**src/rtl/lvds_pkg.sv**
```systemverilog
// Shared LVDS panel definitions: active-area timing, pattern modes and colours.
// Imported by the pattern generator and the LVDS transmitter.
package lvds_pkg;

    localparam int unsigned HACTIVE   = 960;
    localparam int unsigned VACTIVE   = 1200;
    localparam int unsigned BAR_WIDTH = HACTIVE / 8;

    typedef enum logic [1:0] {
        MODE_BARS  = 2'd0,
        MODE_GRAD  = 2'd1,
        MODE_CHECK = 2'd2,
        MODE_BOX   = 2'd3
    } mode_e;

    localparam logic [23:0] COLOR_WHITE   = 24'hFFFFFF;
    localparam logic [23:0] COLOR_YELLOW  = 24'hFFFF00;
    localparam logic [23:0] COLOR_CYAN    = 24'h00FFFF;
    localparam logic [23:0] COLOR_GREEN   = 24'h00FF00;
    localparam logic [23:0] COLOR_MAGENTA = 24'hFF00FF;
    localparam logic [23:0] COLOR_RED     = 24'hFF0000;
    localparam logic [23:0] COLOR_BLUE    = 24'h0000FF;
    localparam logic [23:0] COLOR_BLACK   = 24'h000000;

    localparam logic [7:0]  GRAD_BLUE     = 8'h80;
    localparam logic [23:0] BOX_FG        = 24'h00FF00;
    localparam logic [23:0] BOX_BG        = 24'h000040;

    function automatic logic [23:0] bar_color(input logic [2:0] idx);
        logic [23:0] c;
        c = COLOR_BLACK;
        unique case (idx)
            3'd0: c = COLOR_WHITE;
            3'd1: c = COLOR_YELLOW;
            3'd2: c = COLOR_CYAN;
            3'd3: c = COLOR_GREEN;
            3'd4: c = COLOR_MAGENTA;
            3'd5: c = COLOR_RED;
            3'd6: c = COLOR_BLUE;
            3'd7: c = COLOR_BLACK;
        endcase
        return c;
    endfunction

    // One axis of the bouncing box; returns {dir_neg, pos}. Clamps at the wall
    // and reverses rather than overshooting.
    function automatic logic [13:0] box_axis_step(input logic [12:0] pos,
                                                  input logic        dir_neg,
                                                  input logic [12:0] lim,
                                                  input logic [12:0] step);
        logic [12:0] npos;
        logic        ndir;
        npos = pos;
        ndir = dir_neg;
        if (!dir_neg && (pos + step > lim)) begin
            npos = lim;
            ndir = 1'b1;
        end else if (dir_neg && (pos < step)) begin
            npos = '0;
            ndir = 1'b0;
        end else if (dir_neg) begin
            npos = pos - step;
        end else begin
            npos = pos + step;
        end
        return {ndir, npos};
    endfunction

endpackage

```
**src/rtl/lvds_pattern_gen_if.sv**
```systemverilog
// Pixel request/response bus between the LVDS transmitter and the pattern source.
interface lvds_pattern_gen_if;

    logic [11:0] x;
    logic [11:0] y;
    logic [23:0] color;

    modport master (output x, output y, input color);
    modport slave (input x, input y, output color);

endinterface

```
**src/rtl/button_debounce.sv**
```systemverilog
// Push-button synchroniser and stable-level debouncer; emits a one-cycle pulse
// on each accepted rising edge.
module button_debounce #(
    parameter int unsigned DEBOUNCE_CYCLES = 1000000
) (
    input  logic clk_in,
    input  logic reset,
    input  logic btn_i,
    output logic press_o
);

    localparam int unsigned    CntW   = (DEBOUNCE_CYCLES > 1) ? $clog2(DEBOUNCE_CYCLES) : 1;
    localparam logic [CntW-1:0] CntMax = CntW'(DEBOUNCE_CYCLES - 1);

    logic            sync1_q, sync2_q, last_q;
    logic            level_q, level_d;
    logic            press_q, press_d;
    logic [CntW-1:0] cnt_q, cnt_d;

    always_comb begin
        cnt_d   = cnt_q;
        level_d = level_q;
        // last_q holds the previous synchronised sample so any toggle restarts the count
        if (sync2_q != last_q) begin
            cnt_d = '0;
        end else if (cnt_q == CntMax) begin
            level_d = sync2_q;
        end else begin
            cnt_d = cnt_q + CntW'(1);
        end
        press_d = level_d & ~level_q;
    end

    always_ff @(posedge clk_in or posedge reset) begin
        if (reset) begin
            sync1_q <= 1'b0;
            sync2_q <= 1'b0;
            last_q  <= 1'b0;
            level_q <= 1'b0;
            press_q <= 1'b0;
            cnt_q   <= '0;
        end else begin
            sync1_q <= btn_i;
            sync2_q <= sync1_q;
            last_q  <= sync2_q;
            level_q <= level_d;
            press_q <= press_d;
            cnt_q   <= cnt_d;
        end
    end

    assign press_o = press_q;

endmodule

```
**src/rtl/lvds_pattern_gen.sv**
```systemverilog
// Test-pattern pixel source for the 960x1200 LVDS panel: maps (x, y) to RGB
// with a fixed two-cycle latency; patterns cycle on a debounced button press.
module lvds_pattern_gen
    import lvds_pkg::*;
#(
    parameter int unsigned DEBOUNCE_CYCLES = 1000000,
    parameter int unsigned BOX_SIZE        = 64,
    parameter int unsigned BOX_STEP        = 4
) (
    input  logic              clk_in,
    input  logic              reset,
    input  logic              button,
    lvds_pattern_gen_if.slave pix,
    output logic [1:0]        mode,
    output logic [7:0]        led
);

    localparam logic [12:0] BoxLimX  = 13'(HACTIVE - BOX_SIZE);
    localparam logic [12:0] BoxLimY  = 13'(VACTIVE - BOX_SIZE);
    localparam logic [12:0] BoxSize  = 13'(BOX_SIZE);
    localparam logic [12:0] BoxStep  = 13'(BOX_STEP);
    localparam logic [11:0] LastLine = 12'(VACTIVE - 1);

    logic        press;
    logic        tick;
    logic [12:0] x_ext, y_ext;

    // Control state
    mode_e       mode_q, mode_d;
    logic [11:0] y_q, y_d;
    logic [7:0]  led_q, led_d;
    logic [12:0] box_x_q, box_x_d, box_y_q, box_y_d;
    logic        dir_x_q, dir_x_d, dir_y_q, dir_y_d;

    // Pipeline stage 1
    mode_e       mode1_q, mode1_d;
    logic [2:0]  bar_q, bar_d;
    logic        chk_q, chk_d;
    logic        in_box_q, in_box_d;
    logic [7:0]  grad_r_q, grad_r_d;
    logic [7:0]  grad_g_q, grad_g_d;

    // Pipeline stage 2
    logic [23:0] color_q, color_d;

    button_debounce #(
        .DEBOUNCE_CYCLES(DEBOUNCE_CYCLES)
    ) u_debounce (
        .clk_in (clk_in),
        .reset  (reset),
        .btn_i  (button),
        .press_o(press)
    );

    always_comb begin
        y_d     = pix.y;
        // y_q clears to 0 on reset, so the first frame after release cannot false-trigger
        tick    = (y_q == LastLine) && (pix.y == 12'd0);
        mode_d  = mode_q;
        led_d   = led_q;
        box_x_d = box_x_q;
        dir_x_d = dir_x_q;
        box_y_d = box_y_q;
        dir_y_d = dir_y_q;
        if (press) begin
            mode_d = mode_e'(mode_q + 2'd1);
        end
        if (tick) begin
            led_d              = led_q + 8'd1;
            {dir_x_d, box_x_d} = box_axis_step(box_x_q, dir_x_q, BoxLimX, BoxStep);
            {dir_y_d, box_y_d} = box_axis_step(box_y_q, dir_y_q, BoxLimY, BoxStep);
        end
    end

    always_comb begin
        x_ext = {1'b0, pix.x};
        y_ext = {1'b0, pix.y};
        bar_d = 3'd0;
        for (int k = 1; k < 8; k++) begin
            if (x_ext >= 13'(k * BAR_WIDTH)) begin
                bar_d = 3'(k);
            end
        end
        chk_d    = pix.x[5] ^ pix.y[5];
        in_box_d = (x_ext >= box_x_q) && (x_ext < box_x_q + BoxSize) &&
                   (y_ext >= box_y_q) && (y_ext < box_y_q + BoxSize);
        grad_r_d = pix.x[9:2];
        grad_g_d = pix.y[10:3];
        mode1_d  = mode_q;
    end

    // Colour is chosen only from stage-1 fields, so each word uses exactly one mode.
    always_comb begin
        color_d = COLOR_BLACK;
        unique case (mode1_q)
            MODE_BARS:  color_d = bar_color(bar_q);
            MODE_GRAD:  color_d = {grad_r_q, grad_g_q, GRAD_BLUE};
            MODE_CHECK: color_d = chk_q ? COLOR_WHITE : COLOR_BLACK;
            MODE_BOX:   color_d = in_box_q ? BOX_FG : BOX_BG;
            default:    color_d = COLOR_BLACK;
        endcase
    end

    always_ff @(posedge clk_in or posedge reset) begin
        if (reset) begin
            mode_q   <= MODE_BARS;
            y_q      <= '0;
            led_q    <= '0;
            box_x_q  <= '0;
            box_y_q  <= '0;
            dir_x_q  <= 1'b0;
            dir_y_q  <= 1'b0;
            mode1_q  <= MODE_BARS;
            bar_q    <= '0;
            chk_q    <= 1'b0;
            in_box_q <= 1'b0;
            grad_r_q <= '0;
            grad_g_q <= '0;
            color_q  <= '0;
        end else begin
            mode_q   <= mode_d;
            y_q      <= y_d;
            led_q    <= led_d;
            box_x_q  <= box_x_d;
            box_y_q  <= box_y_d;
            dir_x_q  <= dir_x_d;
            dir_y_q  <= dir_y_d;
            mode1_q  <= mode1_d;
            bar_q    <= bar_d;
            chk_q    <= chk_d;
            in_box_q <= in_box_d;
            grad_r_q <= grad_r_d;
            grad_g_q <= grad_g_d;
            color_q  <= color_d;
        end
    end

    assign pix.color = color_q;
    assign mode      = mode_q;
    assign led       = led_q;

endmodule
```
**src/flat_wrapper.sv**
```systemverilog
// flat-port wrapper written by rule: the top's interface ports become plain ports
module lvds_pattern_gen_flat import lvds_pkg::*;
#(
    parameter int unsigned DEBOUNCE_CYCLES = 1000000,
    parameter int unsigned BOX_SIZE        = 64,
    parameter int unsigned BOX_STEP        = 4
)
  (clk_in, reset, button, mode, led, pix_x, pix_y, pix_color);
  lvds_pattern_gen_if pix_i ();
  input  logic clk_in;
  input  logic reset;
  input  logic button;
  output logic [1:0] mode;
  output logic [7:0] led;
  input wire logic [$bits(pix_i.x)-1:0] pix_x;
  input wire logic [$bits(pix_i.y)-1:0] pix_y;
  output wire logic [$bits(pix_i.color)-1:0] pix_color;
  assign pix_i.x = pix_x;
  assign pix_i.y = pix_y;
  assign pix_color = pix_i.color;
  lvds_pattern_gen #(.DEBOUNCE_CYCLES(DEBOUNCE_CYCLES), .BOX_SIZE(BOX_SIZE), .BOX_STEP(BOX_STEP)) u_core (.clk_in(clk_in), .reset(reset), .button(button), .pix(pix_i), .mode(mode), .led(led));
endmodule
```
**config.mk**
```make
export PLATFORM = sky130hd
export DESIGN_NAME = lvds_pattern_gen_flat
export DESIGN_NICKNAME = d
export VERILOG_FILES = /design/src/rtl/lvds_pkg.sv /design/src/rtl/lvds_pattern_gen_if.sv /design/src/rtl/button_debounce.sv /design/src/rtl/lvds_pattern_gen.sv /design/src/flat_wrapper.sv
export SDC_FILE = /design/constraint.sdc
export NUM_CORES = 1
export LEC_CHECK = 0
export BUFFER_PORTS_ARGS = -buffer_cell sky130_fd_sc_hd__clkbuf_2
export CAP_MARGIN = 40
export CORE_UTILIZATION = 36
export DETAILED_ROUTE_END_ITERATION = 10
export PLACE_DENSITY = 0.63
export SYNTH_ARGS = -nofsm -noshare
export SYNTH_HDL_FRONTEND = slang
export SYNTH_SLANG_ARGS = --single-unit
```
**constraint.sdc**
```tcl
create_clock -name clk_in -period 8.37 [get_ports clk_in]
set_input_delay 1.2555 -clock clk_in [delete_from_list [all_inputs] [get_ports clk_in]]
set_output_delay 1.2555 -clock clk_in [all_outputs]
set_load 0.05 [all_outputs]
```
* Word-level counts from Yosys, hierarchy flattened
Memory sizes are Yosys's and may differ from the RTL's. Index checks and enable logic that the tools add are counted.
Operators by class: $add $sub $neg 9, magnitude comparators 15, equal/unequal tests 7, muxes and demuxes 24, bitwise logic cells 3, reduce and logical (&&, ||, !) cells 16
Operator list (number):
- $pmux W24 S4 | 1
- $mux W13 | 6
- $mux W20 | 2
- $ge A12 B10 Y1 const B | 3
- $add A13 B3 Y13 const B | 2
- $add A13 B7 Y13 const B | 2
- $ge A12 B13 Y1 | 2
- $lt A12 B13 Y1 | 2
- $lt A13 B3 Y1 const B | 2
- $sub A13 B3 Y13 const B | 2
- $ge A12 B9 Y1 const B | 2
- $mux W24 | 1
- $add A20 B1 Y20 const B | 1
- $eq A20 B20 Y1 const B | 1
- $mux W16 | 1
- $gt A13 B10 Y1 const B | 1
- $gt A13 B11 Y1 const B | 1
- $eq A12 B11 Y1 const B | 1
- $ge A12 B7 Y1 const B | 1
- $ge A12 B8 Y1 const B | 1
- $logic_not A12 Y1 | 1
- $mux W3 | 4
- $add A8 B1 Y8 const B | 1
- $logic_and A1 B1 Y1 | 8
- 14 further kinds | 25
Word-level totals: register bits after elaboration 122, ROM bits 192, output and inout port bits 34, word-level logic and storage cells 95, memories kept 1
Memory list:
- (no name shown) | words 8, bits a word 24, rd ports 1, clocked after Yosys merged registers in 0, write ports 0, line lvds_pkg.sv:32 | unique case (idx)

* Depth between registers and ports, before layout
depth in word-level cells 8, depth in mapped cells 11, depth with buffers taken out 10

* By module
Synthesis repeated with hierarchy kept, for this count alone.
Second synthesis, totals: cells, all modules 658, area total of the unflattened synthesis 6263.5 µm²
By module, submodules not included:
- lvds_pattern_gen | instances 1, cells each 533, area an instance 4979.8 µm²
- button_debounce | instances 1, cells each 125, area an instance 1283.7 µm²

* Worst setup path before layout
No wires, ideal clock.
kind input to register, start point input port pix_y[8], end point register u_core.box_x_q[12], arrival time 2.812 ns, required time 8.228 ns, path slack 5.416 ns, cell stages on the path 6, buffers on the path 1, cell sequence nor4_1 nand4_1 or4_4 buf_6 nor3_1 nor3_1
Between the ends: longest elaborated chain between the ends 2
RTL lines:
- start: declaration | line flat_wrapper.sv:16 | input wire logic [$bits(pix_i.y)-1:0] pix_y;
- $logic_not A12 Y1 | line lvds_pattern_gen.sv:58 | tick = (y_q == LastLine) && (pix.y == 12'd0);
- $logic_and A1 B1 Y1 | line lvds_pattern_gen.sv:58
- end signal: assignment | line lvds_pattern_gen.sv:124 | box_x_q <= box_x_d;
- end: declaration | line lvds_pattern_gen.sv:32 | logic [12:0] box_x_q, box_x_d, box_y_q, box_y_d;
No other way between the ends. A chain may end at the register's enable or synchronous reset.

* Worst setup path in the final report
Ends and elaborated chain as after synthesis.

==> summary.md <==
| Metric | Value |
|---|---|
| Yosys synthesis warning count | 0 |
| Hold Fails Final Rpt | 0 |
| EDFF count, synth | 0 |
| Routed length per placed instance | around 14 um |
| Leak pwr | between 3 and 4 nW |
| DR pass1 iterations | 4 |
| Antenna violations before repair | 0 |
| Core Util, Final | 0.416 |
| FF+latch count, synth | about 110 |
| Slew Viols, Final | 0 |
| # rows | 47 |
| Final #Nets | 760 |
| Input/output buffers | between 50 and 60 |
| Clock sinks | around 110 |
| Die Span Y | 132 um |
| Mean area per synthesized cell | 9.43 um2 |
| First-pass GRT wire length | 22.4 mm |
| Share of cells above drive strength 1 | 0.134 |
| Crit-path max FO | 32 |
| Min-delay src | u_core.u_debounce.sync1_q |
| Fillcell total | approximately 1.6k |
| Hpwl dp | ~9.6 mm |
| Cell area after synthesis | roughly 6100 um2 |
| CTS Hold Bufs | 0 |
| Initial Util | 0.370 |
| Clock H-tree levels | 3 |
| CP max stage cell | or4_4 |
| Top FF cell, synth | dfrtp_1 |
| Maximum Capacitance Violations | 0 |
| Total wire length | approximately 13 mm |
| Worst VDD drop | slightly above 0.1 mV |
| Hold crit path type | reg -> reg |
| Vias in the first global route | 4529 |
| Global route overflow | 0 |
| DRT antenna net count | 0 |
| Syn nets | approximately 720 |
| Worst Setup SP | pix_y[8] |
| Clk buf depth | 2 |
| RSZ-0062 raised after global routing | false |
| CTS Root Cell | clkbuf_16 |
| Routability cong. | 0.829 |
| Top cell type's share of synthesized area | 0.429 |
| Worst setup SP type | primary input |
| Slew @ Worst Pin | roughly 700 ps |
| Crit share post-route | 0.393 |
| Most frequent CP cell | nor3_1 |
| Drt drc | 0 |
| Crit path cell chain | clkbuf_2 > nor4_1 > nand4_1 > or4_4 > nor3_1 > nor3_1 |
| Total Routing Usage GR | 0.159 |
| Initial DRC Count | between 300 and 400 |
| Final setup viols | 0 |
| Via density | roughly 5.2 |
| Die Width | 132 um |
| Crit path capture type | register |
| CTS Buf Count | 9 |
| Reg clk slew, reported paths | approximately 70 ps |
| Largest stage delay, worst path | 780 ps |
| PostCTS Resize Cnt | 0 |
| N_diodes | 0 |
| Seq/Total Area, Yosys | 0.429 |
| Fmax | approximately 0.3 GHz |
| CP Class | in -> reg |
| Final Critical Period | between 3000 and 4000 ps |
| Core area | approximately 17000 um2 |
| Cell count after synthesis | between 600 and 700 |
| Flop2flop setup slack | around 5500 ps |
| Asr flop ratio synth | 1.00 |
| Setup TNS | 0 ps |
| Largest net degree at the start of global routing | 71 |
| CTS tree | yes |
| I/O pin cnt | between 60 and 70 |
| Worst-Skew Late Latency | between 300 and 400 ps |
| Worst EP required | 8580 ps |
| Data arrival time of the worst path | ~3500 ps |
| Clock skew | around 8.4 ps |
| Die area | 17500 um2 |
| Synth cell count leaders | dfrtp_1, a21oi_1, nand2_1, nor2_1, o21ai_0 |
| Yosys top cell by area | dfrtp_1 |
| Slew HR | 0.518 |
| Cell variety after synth | 67 |
| Via count | about 4.8k |
| Area growth syn-to-layout | 12.6% |
| PD cells | 153 nW/um2 |
| R2r startpoint | u_core.box_x_q[6] |
| Status | complete, no violations |
| Count leader, synth | dfrtp_1 |
| Synth area leaders | dfrtp_1, ha_1, a21oi_1 |
| Post-CTS Setup Inserts | 0 |
[layer usage]
metal,routed length (um),track usage
met1,6250,0.215
met2,6070,0.252
met3,461,0.0299
met4,213,0.0613
met5,0,0
[cell usage in the layout, fill, tap and decap left out, drive strengths merged, types with 3 or more instances in the layout]
master	netlist	routed
nor2b	5	5
o21ai	46	46
a22o	3	3
and4	7	7
or4	7	7
dfrtp	105	105
o21a	6	6
xnor2	27	27
nand3	28	28
or2	4	4
nor4b	3	3
o211ai	3	3
nor4	9	9
nand4	13	13
ha	45	45
o22a	3	3
or3	9	9
a211oi	4	4
a21o	7	7
a311oi	3	3
mux2	3	3
nand2	50	50
and2	5	5
nor2	46	46
a31oi	5	5
and3	10	10
nor3	17	17
o31a	6	6
buf	16	4
nand2b	3	3
mux2i	5	5
clkbuf	19	68
xor2	11	11
a21oi	53	53
inv	30	32
a2111oi	3	3
[sequential cells by signal (all words and copies together) (netlist names)]
name	flops
u_core.u_debounce.cnt_q	20
u_core.pix.color	19
u_core.y_q	12
u_core.box_x_q	11
u_core.box_y_q	11
u_core.grad_r_q	8
u_core.led	8
u_core.bar_q	3
u_core.mode1_q	2
u_core.mode	2
u_core.chk_q	1
u_core.dir_x_q	1
u_core.dir_y_q	1
u_core.in_box_q	1
u_core.u_debounce.last_q	1
u_core.u_debounce.level_q	1
u_core.u_debounce.press_o	1
u_core.u_debounce.sync1_q	1
u_core.u_debounce.sync2_q	1
[worst max-delay path, delay by kind of cell]
kind | cells | cell delay (ps)
simple gates | 5 | 2110
buf+inv | 1 | 130
[logic make-up after synthesis]
family,Yosys count,share of synthesized area
AOI/OAI and AO/OA,163,0.167
xor gates and xnor gates,38,0.0543
adders and majority gates,46,0.0935
buffers and inverters,65,0.0474
DFF,105,0.429
muxes,8,0.0137
and+or+nand+nor,225,0.195
[metrics by stage]
step / power [mW] / instance area [um2] / hold WS, ps / cells / setup WS (ps)
global placement: 0.623 / 6550 / 334 / 895 / 4740
floorplan: 0.595 / 6130 / 331 / 650 / 4350
detailed placement: 0.626 / 6590 / 336 / 897 / 4740
global route: 1.10 / 6900 / 373 / 913 / 4930
CTS: 1.07 / 6900 / 354 / 913 / 5120
finish: 1.06 / 6900 / 349 / 913 / 5080
[report_power, final]
group | switching (mW) | leakage, nW | total, mW | internal, mW
clock | 0.197 | 0.151 | 0.441 | 0.244
combinational | 0.0595 | 1.53 | 0.0872 | 0.0276
sequential | 0.00718 | 1.36 | 0.527 | 0.520
total | 0.264 | 3.04 | 1.06 | 0.792
[cell type report]
class / instances / area, um2 / share of cell area
multi-input combinational: 480 / 3220 / 0.467
clock inverter: 6 / 75.1 / 0.0109
sequential: 105 / 2630 / 0.381
tap: 220 / 275 / 0.0399
timing repair buffer: 62 / 344 / 0.0499
clock buffer: 10 / 239 / 0.0346
inverter: 30 / 115 / 0.0167
[final timing paths]
path                                          endpoint  cells after the start
max                                 u_core.box_x_q[12]                      6
min                          u_core.u_debounce.sync2_q                      0
max reg2reg                            u_core.in_box_q                     10
min reg2reg                  u_core.u_debounce.sync2_q                      0
max in group asynchronous  u_core.u_debounce.cnt_q[11]                      4
min in group asynchronous                u_core.led[7]                      2
Note: power is estimated with default switching activity, not from simulation.
